File: config.mk
export PLATFORM = sky130hd
export DESIGN_NAME = id_ex_stage
export DESIGN_NICKNAME = d
export VERILOG_FILES = /design/src/rtl/id_ex_stage.sv
export SDC_FILE = /design/constraint.sdc
export NUM_CORES = 1
export LEC_CHECK = 0
export CORE_MARGIN = 2
export CORE_UTILIZATION = 40
export DETAILED_ROUTE_END_ITERATION = 16
export GPL_ROUTABILITY_DRIVEN = 0
export PLACE_DENSITY = 0.9
export SYNTH_ARGS = -nofsm -noshare
export SYNTH_HDL_FRONTEND = slang
export SYNTH_SLANG_ARGS = --single-unit
File: constraint.sdc
create_clock -name clk -period 2.9 [get_ports clk]
set_input_delay 0.87 -clock clk [delete_from_list [all_inputs] [get_ports clk]]
set_output_delay 0.87 -clock clk [all_outputs]
set_load 0.05 [all_outputs]
File: src/rtl/id_ex_stage.sv
// Decode stage and ID/EX pipeline register: operand fetch with writeback bypass,
// load-use hazard detection. Optional stall counter under `ID_STALL_STATS_EN.
module id_ex_stage #(
  parameter logic [4:0] LINK_REG       = 5'd31,
  parameter bit         ZERO_EXT_LOGIC = 1'b1
) (
  input  logic        clk,
  input  logic        rst_n,
  input  logic        in_valid,
  input  logic [31:0] instr,
  output logic        id_ready,
  output logic [4:0]  reg1ad,
  output logic [4:0]  reg2ad,
  input  logic [31:0] reg1data,
  input  logic [31:0] reg2data,
  input  logic        wb_regwrite,
  input  logic [4:0]  wb_writead,
  input  logic [31:0] wb_data,
  input  logic        ex_stall,
  input  logic        flush,
  output logic        load_use_stall,
  output logic        ex_valid,
  output logic [5:0]  ex_opcode,
  output logic [5:0]  ex_funct,
  output logic [4:0]  ex_rs,
  output logic [4:0]  ex_rt,
  output logic [31:0] ex_rs_val,
  output logic [31:0] ex_rt_val,
  output logic [31:0] ex_imm,
  output logic [4:0]  ex_rd,
  output logic        ex_regwrite,
  output logic        ex_memread,
  output logic        ex_memwrite
`ifdef ID_STALL_STATS_EN
  ,
  output logic [31:0] stall_count
`endif
);

  localparam logic [5:0] OP_RTYPE = 6'h00;
  localparam logic [5:0] OP_J     = 6'h02;
  localparam logic [5:0] OP_JAL   = 6'h03;
  localparam logic [5:0] OP_BEQ   = 6'h04;
  localparam logic [5:0] OP_BNE   = 6'h05;
  localparam logic [5:0] OP_ANDI  = 6'h0C;
  localparam logic [5:0] OP_ORI   = 6'h0D;
  localparam logic [5:0] OP_XORI  = 6'h0E;
  localparam logic [5:0] OP_LUI   = 6'h0F;
  localparam logic [5:0] OP_LW    = 6'h23;
  localparam logic [5:0] OP_SW    = 6'h2B;
  localparam logic [5:0] FN_JR    = 6'h08;

  logic [5:0]  w_opcode;
  logic [5:0]  w_funct;
  logic [4:0]  w_rs;
  logic [4:0]  w_rt;
  logic [4:0]  w_rd_field;
  logic [31:0] w_rs_val;
  logic [31:0] w_rt_val;
  logic        w_rs_used;
  logic        w_rt_used;
  logic [4:0]  w_dest;
  logic        w_dest_wr;
  logic        w_regwrite;
  logic        w_zext;
  logic [31:0] w_imm;
  logic        w_load_use;

  logic        r_valid;
  logic [5:0]  r_opcode;
  logic [5:0]  r_funct;
  logic [4:0]  r_rs;
  logic [4:0]  r_rt;
  logic [31:0] r_rs_val;
  logic [31:0] r_rt_val;
  logic [31:0] r_imm;
  logic [4:0]  r_rd;
  logic        r_regwrite;
  logic        r_memread;
  logic        r_memwrite;

  assign w_opcode   = instr[31:26];
  assign w_funct    = instr[5:0];
  assign w_rs       = instr[25:21];
  assign w_rt       = instr[20:16];
  assign w_rd_field = instr[15:11];

  assign reg1ad = w_rs;
  assign reg2ad = w_rt;

  // The register file writes on the edge, so a same-cycle writeback must be forwarded.
  assign w_rs_val = (wb_regwrite && (wb_writead != 5'd0) && (wb_writead == w_rs)) ? wb_data : reg1data;
  assign w_rt_val = (wb_regwrite && (wb_writead != 5'd0) && (wb_writead == w_rt)) ? wb_data : reg2data;

  assign w_rs_used = !((w_opcode == OP_J) || (w_opcode == OP_JAL) || (w_opcode == OP_LUI));
  assign w_rt_used = (w_opcode == OP_RTYPE) || (w_opcode == OP_BEQ) ||
                     (w_opcode == OP_BNE)   || (w_opcode == OP_SW);

  always_comb begin
    w_dest    = 5'd0;
    w_dest_wr = 1'b0;
    if (w_opcode == OP_RTYPE) begin
      w_dest    = w_rd_field;
      w_dest_wr = (w_funct != FN_JR);
    end else if ((w_opcode[5:3] == 3'b001) || (w_opcode == OP_LW)) begin
      w_dest    = w_rt;
      w_dest_wr = 1'b1;
    end else if (w_opcode == OP_JAL) begin
      w_dest    = LINK_REG;
      w_dest_wr = 1'b1;
    end
  end

  assign w_regwrite = w_dest_wr && (w_dest != 5'd0);

  assign w_zext = ZERO_EXT_LOGIC &&
                  ((w_opcode == OP_ANDI) || (w_opcode == OP_ORI) || (w_opcode == OP_XORI));
  assign w_imm  = w_zext ? {16'h0000, instr[15:0]} : {{16{instr[15]}}, instr[15:0]};

  assign w_load_use = in_valid && r_valid && r_memread && (r_rd != 5'd0) &&
                      ((w_rs_used && (r_rd == w_rs)) || (w_rt_used && (r_rd == w_rt)));

  assign load_use_stall = w_load_use;
  assign id_ready       = flush || (!ex_stall && !w_load_use);

  // Priority: flush, then EX stall (hold), then load-use bubble, then normal load.
  always_ff @(posedge clk or negedge rst_n) begin
    if (!rst_n) begin
      r_valid    <= 1'b0;
      r_opcode   <= 6'd0;
      r_funct    <= 6'd0;
      r_rs       <= 5'd0;
      r_rt       <= 5'd0;
      r_rs_val   <= 32'd0;
      r_rt_val   <= 32'd0;
      r_imm      <= 32'd0;
      r_rd       <= 5'd0;
      r_regwrite <= 1'b0;
      r_memread  <= 1'b0;
      r_memwrite <= 1'b0;
    end else if (flush) begin
      r_valid <= 1'b0;
    end else if (ex_stall) begin
      r_valid <= r_valid;
    end else if (w_load_use) begin
      r_valid <= 1'b0;
    end else begin
      r_valid    <= in_valid;
      r_opcode   <= w_opcode;
      r_funct    <= w_funct;
      r_rs       <= w_rs;
      r_rt       <= w_rt;
      r_rs_val   <= w_rs_val;
      r_rt_val   <= w_rt_val;
      r_imm      <= w_imm;
      r_rd       <= w_dest;
      r_regwrite <= w_regwrite;
      r_memread  <= (w_opcode == OP_LW);
      r_memwrite <= (w_opcode == OP_SW);
    end
  end

  assign ex_valid    = r_valid;
  assign ex_opcode   = r_opcode;
  assign ex_funct    = r_funct;
  assign ex_rs       = r_rs;
  assign ex_rt       = r_rt;
  assign ex_rs_val   = r_rs_val;
  assign ex_rt_val   = r_rt_val;
  assign ex_imm      = r_imm;
  assign ex_rd       = r_rd;
  assign ex_regwrite = r_regwrite;
  assign ex_memread  = r_memread;
  assign ex_memwrite = r_memwrite;

`ifdef ID_STALL_STATS_EN
  logic [31:0] r_stall_count;

  always_ff @(posedge clk or negedge rst_n) begin
    if (!rst_n) begin
      r_stall_count <= 32'd0;
    end else if (w_load_use && !flush && !ex_stall) begin
      r_stall_count <= r_stall_count + 32'd1;
    end
  end

  assign stall_count = r_stall_count;
`endif

endmodule

==> impl_metrics.py <==
metrics = {
    "synth": {
        "synth.area.mux_share": 0.206,
        "ys_warn_count": 0,
        "seq_area_frac_synth": 0.487,
        "synth_xor_area_frac": 0.0338,
        "yosys.area_share.simple": 0.103,
        "synth-edff-count": 0,
        "syn_avg_cell_area_um2": 11.1,
        "ys.flop_type": "dfrtp_1",
        "synthCells": 493,
        "synth-async-reset-ratio": 1.00,
        "synth_area_leader_cell": "dfrtp_1",
        "syn-num-nets": 632,
        "synth.distinct_cells": 43,
        "ys_ff_latch": 106,
        "synth_top_family_by_area": "multiplexers",
        "netlist_area_mm2": 0.00545,
        "synth-compound-area-share": 0.0965,
        "yosys.area_share.adder": 0,
        "ys_top_cells_by_area": "dfrtp_1 (49%), mux2i_1 (12%), mux2_4 (8.8%)",
        "synth.top_cell.area_share": 0.487,
    },
    "placement": {
        "port-buffer-count": 277,
        "hpwl_um": 14100,
        "placedInstanceArea_mm2": 0.00875,
        "dp_slack_ps": -608,
    },
    "sta": {
        "rsz0062_at_grt": "yes",
        "setup-tns-final_ps": -179,
        "fin_ws_ps": -90.4,
        "maxSlewHeadroom": 0.547,
        "hold_viol_final": 0,
        "whs_ps": 475,
        "period_share": 1.03,
        "slew_viol_final": 0,
        "fin_skew_ps": 6.86,
        "fin_crit_ps": 2990,
        "max_freq_mhz": 334,
        "worst_pin_slew_ps": 680,
        "finalSetupViolations": 2,
    },
    "finish": {
        "layout_common_cells": "clkdlybuf4s50_1 (248), dfrtp_1 (105), nand2_1 (77)",
        "layout-drive-gt1-share": 0.200,
        "fin_nets": 923,
        "layout_commonest_cell": "clkdlybuf4s50_1",
        "antenna_cells": 0,
        "n_fill_cell": 900,
        "finalInstanceArea_mm2": 0.00915,
        "syn_to_final_growth_pct": 67.9,
        "utilization": 0.688,
    },
    "power_and_ir_drop": {
        "pwr-share-clk": 0.253,
        "seq_power_share": 0.345,
        "power_frac_comb": 0.402,
        "switching_share": 0.375,
        "p_int_w": 0.00327,
        "p_per_area_mw_per_mm2": 572,
        "vdd_drop_max_uv": 310,
        "leakagePower_nw": 3.85,
        "p_sw_w": 0.00196,
    },
    "status": {
        "status": "finished with violations",
        "violations": "setup timing",
    },
    "floorplanning": {
        "fp.dieH_um": 121,
        "core_area_mm2": 0.0133,
        "ios": 278,
        "fp-row-count": 42,
        "initial_core_util": 0.410,
        "die_x_um": 121,
        "floorplan.die_area_mm2": 0.0146,
    },
    "routing": {
        "antenna_left": 0,
        "route.detailed.drc": 0,
        "via_count": 5055,
        "wire_per_inst_um": 19.1,
        "viasPerCell": 5.24,
        "dr.pass1.iters": 4,
        "drt-total-wl_um": 18500,
        "drt_iter0_markers": 200,
    },
    "cts": {
        "htreeDepth": 3,
        "insertion_delay_ps": 340,
        "cts-root-buf": "clkbuf_16",
        "cts_tree": "done",
        "cts_max_path_buffers": 2,
        "numCtsBuffers": 9,
        "clkSinkCount": 106,
        "clk_pin_slew_worst_paths_ps": 70,
    },
    "setup_path": {
        "crit_path_start_kind": "input port",
        "worstReg2RegEnd": "ex_memwrite",
        "path_max_fanout": 2,
        "worstSetupStartpoint": "instr[19]",
        "r2r_cells": 8,
        "critPathKind": "input port to output port",
        "arrival_ps": 2120,
        "endpoint_kind": "output port",
        "rr_startpoint": "ex_rd[1]",
        "cp.required_ps": 2030,
        "r2r_slack_ps": 350,
    },
    "min_path": {
        "hold-path-cell-count": 2,
        "hold_start": "ex_rt_val[10]",
        "min_to": "ex_rt_val[10]",
        "hold_path.class": "register to register",
    },
    "grt": {
        "grt_pass1_vias": 5378,
        "grt_util_all_layers": 0.250,
        "grt_pass1_wl_um": 28300,
        "grt_max_degree": 52,
        "overflow": 0,
        "grt_antenna_before_repair": 0,
    },
    "run": {
        "maxCapViolations": 0,
    },
}
[worst max-delay path by stage]
stage,cells after the start,end
6_report,8,id_ready
3_3_place_gp,9,load_use_stall
2_1_floorplan,6,id_ready
3_5_place_dp,9,load_use_stall
5_1_grt,8,load_use_stall
4_1_cts,8,load_use_stall
[cell usage after synthesis, drive strengths merged, types with 2 or more instances]
cell / instances
a21oi: 9
a22oi: 2
and2: 2
and3: 2
buf: 45
clkbuf: 15
dfrtp: 106
mux2: 32
mux2i: 64
nand2: 77
nand2b: 2
nand3: 3
nand4b: 2
nand4bb: 2
nor2: 12
nor3: 3
nor4: 3
o21ai: 72
o21bai: 2
o41ai: 3
or4: 3
xnor2: 13
xor2: 8
[area by class of cell]
cell class | instances | area, µm² | share of cell area
clock buffer | 11 | 243 | 0.0265
clock inverter | 5 | 77.6 | 0.00848
inverter | 1 | 3.75 | 0.000410
multi-input combinational | 326 | 2500 | 0.273
sequential | 106 | 2650 | 0.290
tap | 176 | 220 | 0.0241
timing repair buffer | 340 | 3450 | 0.377
[per-stage QoR]
step | std cells | power [W]
global placement | 944 | 0.00386
detailed placement | 944 | 0.00391
finish | 965 | 0.00524
floorplan | 493 | 0.00306
global route | 965 | 0.00541
CTS | 964 | 0.00526
[power groups by stage]
stage,registers [W],logic [W],clock network [W]
floorplan,0.00248,0.000577,0
global placement,0.00181,0.00205,0
detailed placement,0.00182,0.00209,0
CTS,0.00180,0.00211,0.00135
global route,0.00183,0.00219,0.00140
finish,0.00181,0.00210,0.00133
[repair_timing]
item                                    CTS  global route
resized for setup                        79             0
pin swaps                                17             3
setup buffers                             4             1
endpoints found under the setup margin    2             2
hold endpoints to repair                  0             0
hold buffers                              0             0
[state kept, by name, indices dropped and copies added, names as in the netlist]
name	count
ex_opcode	6
ex_memwrite	1
ex_rt	5
ex_funct	5
ex_memread	1
ex_imm	12
ex_rs	5
ex_rt_val	32
ex_rd	5
ex_regwrite	1
ex_valid	1
ex_rs_val	32
[per-layer routing]
layer | track usage | share of wire | wire length, µm
met5 | 0 | 0 | 0
met4 | 0.105 | 0.034 | 623
met3 | 0.0538 | 0.065 | 1200
met2 | 0.456 | 0.53 | 9700
met1 | 0.282 | 0.38 | 6950
[logic make-up (layout without fill, tap and decap cells)]
family,Yosys count,count (layout)
xor gates and xnor gates,21,21
AOI/OAI and AO/OA,93,93
buffers and inverters,61,357
and+or+nand+nor,116,116
muxes,96,96
DFF,106,106
[critical path, cell delays in order]
cell and delay (ps):
buf_2 110, xnor2_1 140, nand4_1 220, nor3_2 260, a22oi_2 110, nor2_4 150, o21bai_4 90, buf_12 150
No activity file was read; power rests on OpenSTA's default activity.
